$ cat config.mk
export PLATFORM = sky130hd
export DESIGN_NAME = vram_bus_bridge_flat
export DESIGN_NICKNAME = d
export VERILOG_FILES = /design/src/rtl/vram_bus_bridge_if.sv /design/src/rtl/vram_bus_bridge.sv /design/src/flat_wrapper.sv
export SDC_FILE = /design/constraint.sdc
export NUM_CORES = 1
export LEC_CHECK = 0
export CAP_MARGIN = 10
export CORE_MARGIN = 3
export CORE_UTILIZATION = 30
export CTS_BUF_LIST = sky130_fd_sc_hd__clkbuf_8
export CTS_CLUSTER_DIAMETER = 60
export DETAILED_ROUTE_END_ITERATION = 6
export GPL_TIMING_DRIVEN = 0
export PLACE_DENSITY = 0.69
export SYNTH_ARGS = -nofsm -noshare
export SYNTH_HDL_FRONTEND = slang
export SYNTH_SLANG_ARGS = --single-unit
$ cat constraint.sdc
create_clock -name clk -period 2.7 [get_ports clk]
set_input_delay 0.54 -clock clk [delete_from_list [all_inputs] [get_ports clk]]
set_output_delay 0.54 -clock clk [all_outputs]
set_load 0.03 [all_outputs]
$ cat src/rtl/vram_bus_bridge_if.sv
// CPU-side and VRAM-side signal bundle for vram_bus_bridge.
// The slave modport is the bridge's view; the master modport is the surrounding system's view.
`timescale 1ns/1ps

interface vram_bus_bridge_if #(
   parameter int unsigned ADDR_W = 16
);
   logic [ADDR_W-1:0] cpuAddr;
   logic [7:0]        cpuDataIn;
   logic              cpuRw;
   logic              cpuDs;
   logic [7:0]        cpuRdData;
   logic              cpuRdValid;
   logic              busy;
   logic [10:0]       vramAddr;
   logic [7:0]        vramDataIn;
   logic              vramStrobe;
   logic              vramWrite;
   logic [7:0]        vramDataOut;

   modport slave (
      input  cpuAddr, cpuDataIn, cpuRw, cpuDs, vramDataOut,
      output cpuRdData, cpuRdValid, busy, vramAddr, vramDataIn, vramStrobe, vramWrite
   );

   modport master (
      output cpuAddr, cpuDataIn, cpuRw, cpuDs, vramDataOut,
      input  cpuRdData, cpuRdValid, busy, vramAddr, vramDataIn, vramStrobe, vramWrite
   );
endinterface

$ cat src/rtl/vram_bus_bridge.sv
// Z8 bus to 2 KiB frame-buffer bridge: one single-cycle VRAM strobe per CPU data-strobe cycle.
// Define VRAM_BRIDGE_SYNC_EN to pass cpuDs through a 2-flop synchronizer (+2 cycles latency).
`timescale 1ns/1ps

module vram_bus_bridge #(
   parameter int unsigned       ADDR_W    = 16,
   parameter logic [ADDR_W-1:0] BASE_ADDR = 16'h1000
) (
   input  logic                    clk,
   input  logic                    reset,
   vram_bus_bridge_if.slave        bus
);

   typedef enum logic [1:0] {StIdle, StIssue, StCapture, StDone} state_e;

   state_e      state_q, state_d;
   logic [10:0] vram_addr_q, vram_addr_d;
   logic [7:0]  vram_data_q, vram_data_d;
   logic        vram_write_q, vram_write_d;
   logic        vram_strobe_q, vram_strobe_d;
   logic        busy_q, busy_d;
   logic [7:0]  rd_data_q, rd_data_d;
   logic        rd_valid_q, rd_valid_d;
   logic        ds_prev_q;
   logic        armed_q, armed_d;
   logic        ds_act;
   logic        ds_valid;
   logic        start;
   logic        hit;

`ifdef VRAM_BRIDGE_SYNC_EN
   logic [1:0] ds_sync_q, ds_sync_d;
   logic [1:0] warm_q, warm_d;

   always_comb begin
      ds_sync_d = {ds_sync_q[0], ~bus.cpuDs};
      warm_d    = {warm_q[0], 1'b1};
      ds_act    = ds_sync_q[1];
      ds_valid  = warm_q[1];
   end

   always_ff @(posedge clk or posedge reset) begin
      if (reset) begin
         ds_sync_q <= 2'b00;
         warm_q    <= 2'b00;
      end else begin
         ds_sync_q <= ds_sync_d;
         warm_q    <= warm_d;
      end
   end
`else
   always_comb begin
      ds_act   = ~bus.cpuDs;
      ds_valid = 1'b1;
   end
`endif

   // A strobe already held low when reset releases is not a fresh edge; wait for one idle cycle.
   assign armed_d = armed_q | (ds_valid & ~ds_act);
   assign start   = armed_q & ds_act & ~ds_prev_q;
   assign hit     = (bus.cpuAddr[ADDR_W-1:11] == BASE_ADDR[ADDR_W-1:11]);

   always_comb begin
      state_d       = state_q;
      vram_addr_d   = vram_addr_q;
      vram_data_d   = vram_data_q;
      vram_write_d  = vram_write_q;
      vram_strobe_d = vram_strobe_q;
      busy_d        = busy_q;
      rd_data_d     = rd_data_q;
      rd_valid_d    = rd_valid_q;

      unique case (state_q)
         StIdle: begin
            if (start) begin
               if (hit) begin
                  vram_addr_d   = bus.cpuAddr[10:0];
                  vram_data_d   = bus.cpuDataIn;
                  vram_write_d  = ~bus.cpuRw;
                  vram_strobe_d = 1'b1;
                  busy_d        = 1'b1;
                  rd_valid_d    = 1'b0;
                  state_d       = StIssue;
               end else begin
                  state_d = StDone;
               end
            end
         end
         StIssue: begin
            vram_strobe_d = 1'b0;
            vram_write_d  = 1'b0;
            if (vram_write_q) begin
               busy_d  = 1'b0;
               state_d = StDone;
            end else begin
               state_d = StCapture;
            end
         end
         StCapture: begin
            rd_data_d  = bus.vramDataOut;
            rd_valid_d = 1'b1;
            busy_d     = 1'b0;
            state_d    = StDone;
         end
         StDone: begin
            if (!ds_act) begin
               state_d = StIdle;
            end
         end
         default: state_d = StIdle;
      endcase
   end

   always_ff @(posedge clk or posedge reset) begin
      if (reset) begin
         state_q       <= StIdle;
         vram_addr_q   <= '0;
         vram_data_q   <= '0;
         vram_write_q  <= 1'b0;
         vram_strobe_q <= 1'b0;
         busy_q        <= 1'b0;
         rd_data_q     <= '0;
         rd_valid_q    <= 1'b0;
         ds_prev_q     <= 1'b0;
         armed_q       <= 1'b0;
      end else begin
         state_q       <= state_d;
         vram_addr_q   <= vram_addr_d;
         vram_data_q   <= vram_data_d;
         vram_write_q  <= vram_write_d;
         vram_strobe_q <= vram_strobe_d;
         busy_q        <= busy_d;
         rd_data_q     <= rd_data_d;
         rd_valid_q    <= rd_valid_d;
         ds_prev_q     <= ds_act;
         armed_q       <= armed_d;
      end
   end

   assign bus.vramAddr   = vram_addr_q;
   assign bus.vramDataIn = vram_data_q;
   assign bus.vramWrite  = vram_write_q;
   assign bus.vramStrobe = vram_strobe_q;
   assign bus.busy       = busy_q;
   assign bus.cpuRdData  = rd_data_q;
   assign bus.cpuRdValid = rd_valid_q;

endmodule
$ cat src/flat_wrapper.sv
// flat-port wrapper written by rule: the top's interface ports become plain ports
module vram_bus_bridge_flat 
#(
   parameter int unsigned       ADDR_W    = 16,
   parameter logic [ADDR_W-1:0] BASE_ADDR = 16'h1000
)
  (clk, reset, bus_cpuAddr, bus_cpuDataIn, bus_cpuRw, bus_cpuDs, bus_vramDataOut, bus_cpuRdData, bus_cpuRdValid, bus_busy, bus_vramAddr, bus_vramDataIn, bus_vramStrobe, bus_vramWrite);
  vram_bus_bridge_if #(.ADDR_W(ADDR_W)) bus_i ();
  input  logic clk;
  input  logic reset;
  input wire logic [$bits(bus_i.cpuAddr)-1:0] bus_cpuAddr;
  input wire logic [$bits(bus_i.cpuDataIn)-1:0] bus_cpuDataIn;
  input wire logic [$bits(bus_i.cpuRw)-1:0] bus_cpuRw;
  input wire logic [$bits(bus_i.cpuDs)-1:0] bus_cpuDs;
  input wire logic [$bits(bus_i.vramDataOut)-1:0] bus_vramDataOut;
  output wire logic [$bits(bus_i.cpuRdData)-1:0] bus_cpuRdData;
  output wire logic [$bits(bus_i.cpuRdValid)-1:0] bus_cpuRdValid;
  output wire logic [$bits(bus_i.busy)-1:0] bus_busy;
  output wire logic [$bits(bus_i.vramAddr)-1:0] bus_vramAddr;
  output wire logic [$bits(bus_i.vramDataIn)-1:0] bus_vramDataIn;
  output wire logic [$bits(bus_i.vramStrobe)-1:0] bus_vramStrobe;
  output wire logic [$bits(bus_i.vramWrite)-1:0] bus_vramWrite;
  assign bus_i.cpuAddr = bus_cpuAddr;
  assign bus_i.cpuDataIn = bus_cpuDataIn;
  assign bus_i.cpuRw = bus_cpuRw;
  assign bus_i.cpuDs = bus_cpuDs;
  assign bus_i.vramDataOut = bus_vramDataOut;
  assign bus_cpuRdData = bus_i.cpuRdData;
  assign bus_cpuRdValid = bus_i.cpuRdValid;
  assign bus_busy = bus_i.busy;
  assign bus_vramAddr = bus_i.vramAddr;
  assign bus_vramDataIn = bus_i.vramDataIn;
  assign bus_vramStrobe = bus_i.vramStrobe;
  assign bus_vramWrite = bus_i.vramWrite;
  vram_bus_bridge #(.ADDR_W(ADDR_W), .BASE_ADDR(BASE_ADDR)) u_core (.clk(clk), .reset(reset), .bus(bus_i));
endmodule
==> results.md <==
- Post-route DRC violation count: 0
- N_diodes: 0
- GRT overflow: 0
- Vias in the first global route: 1,248
- VDD IR-drop max: around 0.31 mV
- Post-synth cell types: 31
- Drt pass-1 iters: 4
- Sw Share: 0.3574
- Syn Std Cell Area: ~1600 um2
- Flop pwr share: 0.353
- Num rows: 25
- Syn_nets: between 150 and 200
- Die height: about 80 um
- Delay-heaviest family, CP: buffers and inverters
- Crit path buffers/inverters: 2
- Initial drt markers: 72
- Hold Violations, Final: 0
- Pleak: around 1.1 nW
- Post-CTS setup buffer count: 0
- PD cells: 842.9 nW/um2
- Total Neg Setup Slack: 0 ns
- CTS tree: yes
- Setup violators final: 0
- Ys async rst share: 1.000
- Max incr delay on CP: 0.51 ns
- RSZ-0062 raised after global routing: false
- CTS resizes: 0
- Max cap viols: 0
- Vias/cell: between 4 and 5
- Setup crit start kind: primary input
- Critical setup path kind: in -> reg
- Longest Clk Path Bufs: 2
- Post-synth EDFFs: 0
- Syn Area/Cell: 14.49 um2
- Primary FF master, synth: dfrtp_1
- Post-layout util: 0.5022
- Arr. time, crit path: approximately 2.4 ns
- Slew @ Worst Pin: roughly 0.64 ns
- Critical path cell sequence: clkdlybuf4s50_1, nor3b_2, nand4_4, buf_6, mux2_4
- Root buffer cell: clkbuf_8
- I/O pin cnt: 67
- Post-synthesis sequential area ratio: 0.5495
- CP Capture Type: flip-flop
- Fin crit share: 0.8091
- CP Data Required Time: roughly 2.9 ns
- Mapped Cells: 110
- Int Pwr: about 1.3 mW
- Die X: between 70 and 80 um
- Max FO, Critical Path: 10
- Initial Utilization: 0.3246
- Post-Route WL: ~3600 um
- Hpwl dp: 2792 um
- Final nets: roughly 230
- Share of post-route cells with drive strength above 1: 0.2324
- Synth Register Bits: 35
- Largest net degree at the start of global routing: 22
- Clock slew at reported path FFs: 0.07 ns
- Critical path's slowest cell: clkdlybuf4s50_1
- Num CTS Buffers: 5
- First-pass GRT wire length: roughly 6000 um
- Routability congestion estimate: ~0.84
- Combinational power share: 0.451
- P_sw: around 0.74 mW
- CTS Sinks: 35
- Clock power frac: 0.196
- Core region area: roughly 4900 um2
- Hold_buf cts: 0
- Status: completed
- Hold_ws: about 0.50 ns
- Via count: 1,167
- Slew HR: 0.5747
- Port Buffer Count: 66
- Skew final: roughly 0.0014 ns
- Die area: slightly above 6000 um2
- Antenna Nets Post-Route: 0
- Synth-to-Final Area Change: 54.71%
- Fin. max-slew vios: 0
- DR WL/cell: about 14 um
- F_max: between 400 and 500 MHz
- Worst skew pair latency: 0.28 ns
- H-tree levels: 2
- GRT Total Usage: 0.1251
- Initial antenna violation count: 0
- Ys Warns: 0
- Min-Delay Path Class: reg -> reg
- Fin crit period: ~2.2 ns
==> Yosys cell counts, types with 2 or more instances <==
cell type  number  area (um2)
a31oi_1         3       18.77
a41oi_1         2       17.52
clkbuf_1        2       7.510
dfrtp_1        35       875.8
ha_1            5       62.56
inv_1           7       26.28
mux2_2         18       202.7
mux2_4         10       150.1
nand2b_1        2       12.51
nor3_1          3       15.01
nor3b_1         2       15.01
o21ai_0         2       10.01
==> final timing paths <==
kind                                            end              start  cells past startpoint  slack (ns)
max                          u_core.bus.vramAddr[9]          bus_cpuDs                      5        0.52
min                                  u_core.armed_q     u_core.armed_q                      1        0.50
max reg2reg                  u_core.bus.vramAddr[9]  u_core.state_q[0]                      6        0.68
min reg2reg                          u_core.armed_q     u_core.armed_q                      1        0.50
max in group asynchronous   u_core.bus.vramAddr[10]              reset                      3        1.55
min in group asynchronous  u_core.bus.vramDataIn[0]              reset                      2        0.64
==> placed cells by master (no fill, tap or decap), types with 2 or more instances in the layout <==
master | Yosys | final
clkbuf_1 | 2 | 2
dfrtp_1 | 35 | 35
nor3_1 | 3 | 3
clkdlybuf4s50_1 | 0 | 66
mux2_4 | 10 | 10
a41oi_1 | 2 | 2
ha_1 | 5 | 5
nor3b_1 | 2 | 2
a31oi_1 | 3 | 3
o21ai_0 | 2 | 2
clkbuf_8 | 0 | 7
inv_1 | 7 | 8
nand2b_1 | 2 | 2
mux2_2 | 18 | 18
==> metrics by stage <==
stage               worst slack (ns)  instance area [um2]  power, mW  std cells
detailed placement            0.1879                 2366      1.692        244
finish                        0.5155                 2466      2.079        252
CTS                           0.4937                 2466      2.109        252
floorplan                     0.9277                 1594      1.318        110
global route                  0.4336                 2466      2.210        252
global placement              0.2545                 2338      1.648        243
==> per-layer routing <==
metal | vias to the layer above | part of all wire | track usage
li1 | 546 | - | -
met1 | 553 | 0.40 | 0.1411
met2 | 59 | 0.49 | 0.2046
met3 | 9 | 0.085 | 0.05215
met4 | 0 | 0.021 | 0.06014
met5 | - | 0 | 0
==> flip-flops by register name (all words and copies together), names as in the netlist <==
register               cells
u_core.bus.busy            1
u_core.ds_prev_q           1
u_core.armed_q             1
u_core.bus.vramStrobe      1
u_core.bus.cpuRdData       8
u_core.bus.vramWrite       1
u_core.bus.vramAddr       11
u_core.bus.cpuRdValid      1
u_core.state_q             2
u_core.bus.vramDataIn      8
==> power by group through the flow <==
stage | Clock [mW] | Combinational [mW] | Sequential, mW
finish | 0.407 | 0.938 | 0.733
floorplan | 0 | 0.367 | 0.952
global route | 0.447 | 1.01 | 0.749
CTS | 0.423 | 0.952 | 0.734
detailed placement | 0 | 0.948 | 0.744
global placement | 0 | 0.914 | 0.734
==> cell families (layout without fill, tap and decap cells) <==
logic type      after synthesis  in the layout  synth area share
compound gates               15             15           0.07144
fa+ha+maj                     5              5           0.03925
buf+inv                      10             85           0.02826
flops                        35             35            0.5495
mux                          28             28            0.2213
simple gates                 17             17           0.09026
==> area by class of cell <==
| cell class | instances | area [um2] |
|---|---|---|
| Clock buffer | 7 | 96.34 |
| Multi-Input combinational cell | 65 | 673.1 |
| Sequential cell | 35 | 875.8 |
| Clock inverter | 1 | 3.754 |
| Fill cell | 441 | 2445 |
| Timing Repair Buffer | 67 | 688.2 |
| Buffer | 3 | 18.77 |
| Tap cell | 67 | 83.83 |
| Inverter | 7 | 26.28 |
(Power assumes the default switching activity.)
